## src/rtl/jt4701_pkg.sv

```systemverilog
// Shared definitions for the uPD4701A-side quadrature generator:
// gray phase encodings, step engine states and the gray stepping helper.
package jt4701_pkg;

    // Quadrature phases {A,B}, listed in increment order
    localparam logic [1:0] PH0 = 2'b00;
    localparam logic [1:0] PH1 = 2'b10;
    localparam logic [1:0] PH2 = 2'b11;
    localparam logic [1:0] PH3 = 2'b01;

    // IDLE means the spacing timer has expired and an edge may be emitted
    typedef enum logic {
        ST_IDLE = 1'b0,
        ST_HOLD = 1'b1
    } qstep_state_t;

    // One gray position forward (inc=1, A leads) or backward (inc=0)
    function automatic logic [1:0] next_phase(input logic [1:0] phase, input logic inc);
        logic [1:0] r;
        r = phase;
        case (phase)
            PH0:     r = inc ? PH1 : PH3;
            PH1:     r = inc ? PH2 : PH0;
            PH2:     r = inc ? PH3 : PH1;
            default: r = inc ? PH0 : PH2;
        endcase
        return r;
    endfunction

endpackage

```

## src/rtl/jt4701_qstep.sv

```systemverilog
// Quadrature step engine: owns the quad phase register, the direction flag
// and the edge spacing timer. A step request is only issued by the parent
// while the engine reports IDLE; clr flushes the timer but keeps the phase
// so the downstream counter never sees a spurious edge.
module jt4701_qstep
    import jt4701_pkg::*;
#(
    parameter int DIV = 16
) (
    input  logic         clk,
    input  logic         rstn,
    input  logic         clr,
    input  logic         step_req,
    input  logic         step_inc,
    output logic [1:0]   quad,
    output logic         dir,
    output qstep_state_t state
);

    localparam int TW = $clog2(DIV);

    logic [TW-1:0] timer;
    logic [TW-1:0] nxt_timer;
    qstep_state_t  nxt_state;
    logic [1:0]    nxt_quad;
    logic          nxt_dir;

    // Next-state logic: clr wins, then an edge reloads the timer, else count down
    always_comb begin
        nxt_state = state;
        nxt_timer = timer;
        nxt_quad  = quad;
        nxt_dir   = dir;
        if (clr) begin
            nxt_state = ST_IDLE;
            nxt_timer = '0;
        end else begin
            case (state)
                ST_IDLE: begin
                    if (step_req) begin
                        nxt_quad  = next_phase(quad, step_inc);
                        nxt_dir   = step_inc;
                        nxt_timer = TW'(DIV - 1);
                        nxt_state = ST_HOLD;
                    end
                end
                ST_HOLD: begin
                    nxt_timer = timer - TW'(1);
                    if (timer == TW'(1)) begin
                        nxt_state = ST_IDLE;
                    end
                end
                default: begin
                    nxt_state = ST_IDLE;
                    nxt_timer = '0;
                end
            endcase
        end
    end

    // State, timer, phase and direction registers; reset parks at phase 00
    always_ff @(posedge clk or negedge rstn) begin
        if (!rstn) begin
            state <= ST_IDLE;
            timer <= '0;
            quad  <= PH0;
            dir   <= 1'b0;
        end else begin
            state <= nxt_state;
            timer <= nxt_timer;
            quad  <= nxt_quad;
            dir   <= nxt_dir;
        end
    end

endmodule

```

## src/rtl/jt4701_qgen.sv

```systemverilog
// Delta-to-quadrature generator for one axis. Signed deltas are summed into
// a pending-step accumulator, which the step engine drains one gray edge at
// a time, no faster than one edge every DIV clocks.
//
// Handshake: a delta is taken on a rising clk edge where din_valid and
// din_ready are both high. din_ready is combinational from the registered
// accumulator and clr, and drops whenever one more full-scale delta could
// overflow the accumulator, so no saturation is ever needed.
module jt4701_qgen
    import jt4701_pkg::*;
#(
    parameter int W   = 9,
    parameter int PW  = 12,
    parameter int DIV = 16
) (
    input  logic         clk,
    input  logic         rstn,
    input  logic         din_valid,
    input  logic [W-1:0] din,
    output logic         din_ready,
    input  logic         clr,
    output logic [1:0]   quad,
    output logic         busy,
    output logic         dir
);

    // Largest |pending| that still has room for a full-scale delta
    localparam logic [PW:0] LIM = (PW+1)'((2 ** (PW - 1)) - 1 - (2 ** (W - 1)));

    logic [PW-1:0] pending;
    logic [PW-1:0] nxt_pending;
    logic [PW-1:0] delta;
    logic [PW-1:0] step;
    logic [PW:0]   pend_ext;
    logic [PW:0]   pend_abs;
    logic          accept;
    logic          step_edge;
    logic          step_inc;
    qstep_state_t  step_state;

    // One extra bit so the most negative pending value has a representable magnitude
    assign pend_ext  = {pending[PW-1], pending};
    assign pend_abs  = pending[PW-1] ? -pend_ext : pend_ext;
    assign din_ready = !clr && (pend_abs <= LIM);
    assign accept    = din_valid && din_ready;
    assign delta     = accept ? {{(PW-W){din[W-1]}}, din} : '0;

    // An edge drains one step toward zero whenever the engine is free
    assign step_inc  = !pending[PW-1];
    assign step_edge = (step_state == ST_IDLE) && (pending != '0) && !clr;
    assign step      = step_edge ? (step_inc ? PW'(1) : '1) : '0;

    // Single adder: a delta arriving in an edge cycle is not lost
    assign nxt_pending = clr ? '0 : (pending + delta - step);

    // Accumulator and busy flag registered together
    always_ff @(posedge clk or negedge rstn) begin
        if (!rstn) begin
            pending <= '0;
            busy    <= 1'b0;
        end else begin
            pending <= nxt_pending;
            busy    <= (nxt_pending != '0);
        end
    end

    jt4701_qstep #(
        .DIV (DIV)
    ) u_qstep (
        .clk      (clk),
        .rstn     (rstn),
        .clr      (clr),
        .step_req (step_edge),
        .step_inc (step_inc),
        .quad     (quad),
        .dir      (dir),
        .state    (step_state)
    );

endmodule

```

## config.mk

```make
export PLATFORM = sky130hd
export DESIGN_NAME = jt4701_qgen
export DESIGN_NICKNAME = d
export VERILOG_FILES = /design/src/rtl/jt4701_pkg.sv /design/src/rtl/jt4701_qstep.sv /design/src/rtl/jt4701_qgen.sv
export SDC_FILE = /design/constraint.sdc
export NUM_CORES = 1
export LEC_CHECK = 0
export CAP_MARGIN = 20
export CORE_MARGIN = 8
export CORE_UTILIZATION = 50
export CTS_BUF_LIST = sky130_fd_sc_hd__clkbuf_8
export DETAILED_ROUTE_END_ITERATION = 6
export DONT_BUFFER_PORTS = 1
export PLACE_DENSITY = 0.76
export SKIP_LAST_GASP = 1
export SLEW_MARGIN = 10
export SYNTH_ARGS = -nofsm -noshare
export SYNTH_HDL_FRONTEND = slang
export SYNTH_SLANG_ARGS = --single-unit
```

## constraint.sdc

```tcl
create_clock -name clk -period 10.95 [get_ports clk]
set_input_delay 1.095 -clock clk [delete_from_list [all_inputs] [get_ports clk]]
set_output_delay 1.095 -clock clk [all_outputs]
set_load 0.03 [all_outputs]
```

==> key figures <==
Floorplanning
  – Row cnt: 22
  – Die width: 76.1 µm
  – Full die area: 5780 µm²
  – Core ar.: 3550 µm²
  – Starting density of the core: 50.8%
  – # IOs: 18
  – Die height: 76.1 µm

Synthesis
  – Cell count after synthesis: 201
  – Area of the mapped netlist: 1800 µm²
  – Largest family of logic cells by synthesized area: adder cells
  – XOR/XNOR Fraction of Synth Area: 7.29%
  – Synth Area in Compound Gates: 13.0%
  – Simple-gate share of the synthesized area: 18.0%
  – Sequential fraction of the synthesis area: 29.1%
  – Top FF cell, synth: dfrtp_1
  – Cell accounting for the most synthesized area: dfrtp_1
  – Post-synthesis mux area share: 0%
  – Yosys cell types: 40
  – Async S/R FF share, synth: 100%
  – Top-area cell type share of the netlist area: 29.1%
  – Synth Net Count: 240
  – Adder-cell share of the synthesized area: 22.6%
  – Synth area leaders: dfrtp_1 29%, fa_1 12%, ha_1 10%
  – Synth Warn #: 0
  – Register bit total from synthesis: 21
  – Post-synth EDFFs: 0
  – Mean Syn Cell Area: 8.97 µm²

Global route
  – Global-route wire length before repair: 6380 µm
  – Total global-route track usage: 12.9%
  – Total grt overflow: 0
  – Vias in the first global route: 1342
  – Largest net degree at the start of global routing: 22
  – Initial antenna violation count: 0

Layout
  – Finished Layout Cells: 250
  – Final Net Count: 242
  – Area grow syn2layout: 4.93%
  – ANT cells: 0
  – Final instance area: 1890 µm²
  – Share of cells above drive strength 1: 7.92%

Place
  – Post-placement cell count: 246
  – IO Port Bufs: 0
  – DP Wirelength: 2810 µm
  – Placed Area: 1850 µm²
  – Gpl congestion: 0.839

Worst hold path
  – Hold crit path type: input pin to async pin

Detailed routing
  – DR pass1 iterations: 4
  – Routed WL per cell: 13.9 µm
  – Routed WL: 3480 µm
  – Drc violations: 0
  – Vias per inst: 5.22
  – Iter 0 DRT Violations: 92
  – Antenna viol nets, final: 0
  – Total number of vias: 1306

Clock network
  – Clk sink count: 21
  – Cts bufs inserted: 3
  – Post-CTS Hold Buffers: 0
  – # Post-CTS Setup Buffers: 0
  – Worst-path clk slew: 80 ps
  – Latest clock arrival within the worst-skew pair: 260 ps
  – Maximum clock insertion buffer count: 2
  – CTS H-Tree Depth: 1
  – Root Buffer: clkbuf_8
  – # resized after CTS: 0
  – TritonCTS clock tree: built

Timing
  – Fin crit share: 42.9%
  – Setup-failing EPs final: 0
  – Tmin final: 4690 ps
  – Unrepaired setup endpoints after global routing: no
  – Slew Viols, Final: 0
  – Final hold vios: 0
  – Worst slew pin tran: 734 ps
  – Relative slew slack: 50.8%
  – Worst Skew: 7.76 ps
  – Max Fclk: 213 MHz
  – Setup_tns: 0 ps

Critical path
  – CP Launch Type: register
  – Slowest-stage cell, CP: or4_4
  – Data required, critical path: 11080 ps
  – Worst-path maximum fanout: 8
  – CP cell instances: or4_4 > o311a_1 > o221ai_2 > and3_2 > nand2_1 > fa_1 > inv_1 > ha_1 > a211oi_1 > o21ai_0 > a2111oi_0 > or3_1 > xor2_1 > and4_1 > a41oi_2
  – Setup CP Type: register to register
  – Worst-case reg-to-reg path depth: 15
  – Worst Setup End Kind: register
  – CP peak stage delay: 560 ps
  – Critical Path AT: 4820 ps
  – Worst reg2reg path startpoint: pending[4]
  – CP bufs+invs: 1
  – R2R setup slack: 6260 ps
  – Crit path max-delay family: compound AO/OA/AOI/OAI gates
  – Reg-to-Reg End: busy

Power and ir drop
  – Max IR drop VDD: 0.000125 V
  – Total power draw: 0.622 mW
  – Static Leakage: 0.901 nW
  – PwrDens: 329 nW/µm²

Run
  – Max-cap violations: 0

Status
  – Outcome: completed
-- cells in the final DEF, fill, tap and decap left out, drive strengths merged, types with 3 or more instances in the layout --
| cell type | netlist | routed |
|---|---|---|
| or3 | 4 | 4 |
| a21oi | 8 | 8 |
| ha | 15 | 15 |
| clkbuf | 2 | 3 |
| fa | 11 | 11 |
| nor2 | 21 | 21 |
| xor2 | 7 | 7 |
| dfrtp | 21 | 21 |
| o21bai | 3 | 3 |
| nor3 | 5 | 5 |
| nor2b | 3 | 3 |
| inv | 40 | 40 |
| nand2 | 14 | 14 |
| xnor2 | 8 | 8 |
| a211oi | 5 | 5 |
| o21ai | 7 | 7 |
-- cells by family after synthesis --
kind of cell | count (synthesis)
flops | 21
buf+inv | 44
xor+xnor | 15
compound gates | 33
simple gates | 62
fa+ha+maj | 26
-- Yosys cell counts (3+ instances only) --
| cell type | instances |
|---|---|
| xnor2_1 | 8 |
| o21bai_1 | 3 |
| a21oi_1 | 8 |
| inv_1 | 40 |
| nor2_1 | 21 |
| dfrtp_1 | 21 |
| nand2_1 | 14 |
| a211oi_1 | 5 |
| fa_1 | 11 |
| ha_1 | 15 |
| nor2b_1 | 3 |
| xor2_1 | 7 |
| o21ai_0 | 7 |
| nor3_1 | 5 |
-- final cells by class --
| class | count | area, µm² |
|---|---|---|
| fillers | 317 | 1660 |
| inverters | 40 | 150 |
| flip-flops and latches | 21 | 526 |
| well taps | 48 | 60.1 |
| multi-input cells | 136 | 1100 |
| clock buffers | 3 | 41.3 |
| repair buffers | 1 | 7.51 |
| clock inverters | 1 | 5.00 |
-- sequential cells by signal, summed over array words and instances, names as in the netlist --
name / cells
pending: 12
u_qstep.timer: 4
u_qstep.quad: 2
busy: 1
u_qstep.dir: 1
u_qstep.state: 1
-- per-layer routing --
metal / routed length [µm] / track usage (%) / up-vias / share of wire [%]
li1: - / - / 659 / -
met1: 1650 / 17.5 / 617 / 48
met2: 1570 / 19.8 / 28 / 45
met3: 234 / 3.89 / 2 / 6.7
met4: 20 / 2.31 / 0 / 0.57
met5: 0 / 0 / - / 0
-- worst max path at each step --
stage	startpoint	endpoint	cells after the start
finish	pending[4]	busy	15
global route	pending[4]	busy	15
CTS	pending[4]	busy	15
detailed placement	pending[4]	busy	15
global placement	pending[4]	busy	15
floorplan	clr	busy	13
-- power breakdown --
part / total (mW) / switching [mW] / internal, mW
sequential: 0.144 / 0.0382 / 0.106
combinational: 0.425 / 0.242 / 0.183
clock: 0.0520 / 0.0267 / 0.0254
total: 0.622 / 0.307 / 0.314
-- stage by stage --
stage	hold slack [ps]	setup slack (ps)	utilization (%)
after global routing	494	5890	53.3
final	515	6260	53.3
after floorplan	479	5760	-
after global placement	509	6440	52.0
after CTS	508	6270	53.3
after detailed placement	511	6310	52.0
-- worst reg2reg max path, stage by stage (launching register included) --
cell	delay [ps]
dfrtp_1	400
or4_4	560
o311a_1	380
o221ai_2	210
and3_2	330
nand2_1	100
fa_1	480
inv_1	70
ha_1	290
a211oi_1	390
o21ai_0	210
a2111oi_0	390
or3_1	200
xor2_1	200
and4_1	240
a41oi_2	120
Power figures use the tool's default switching activity.
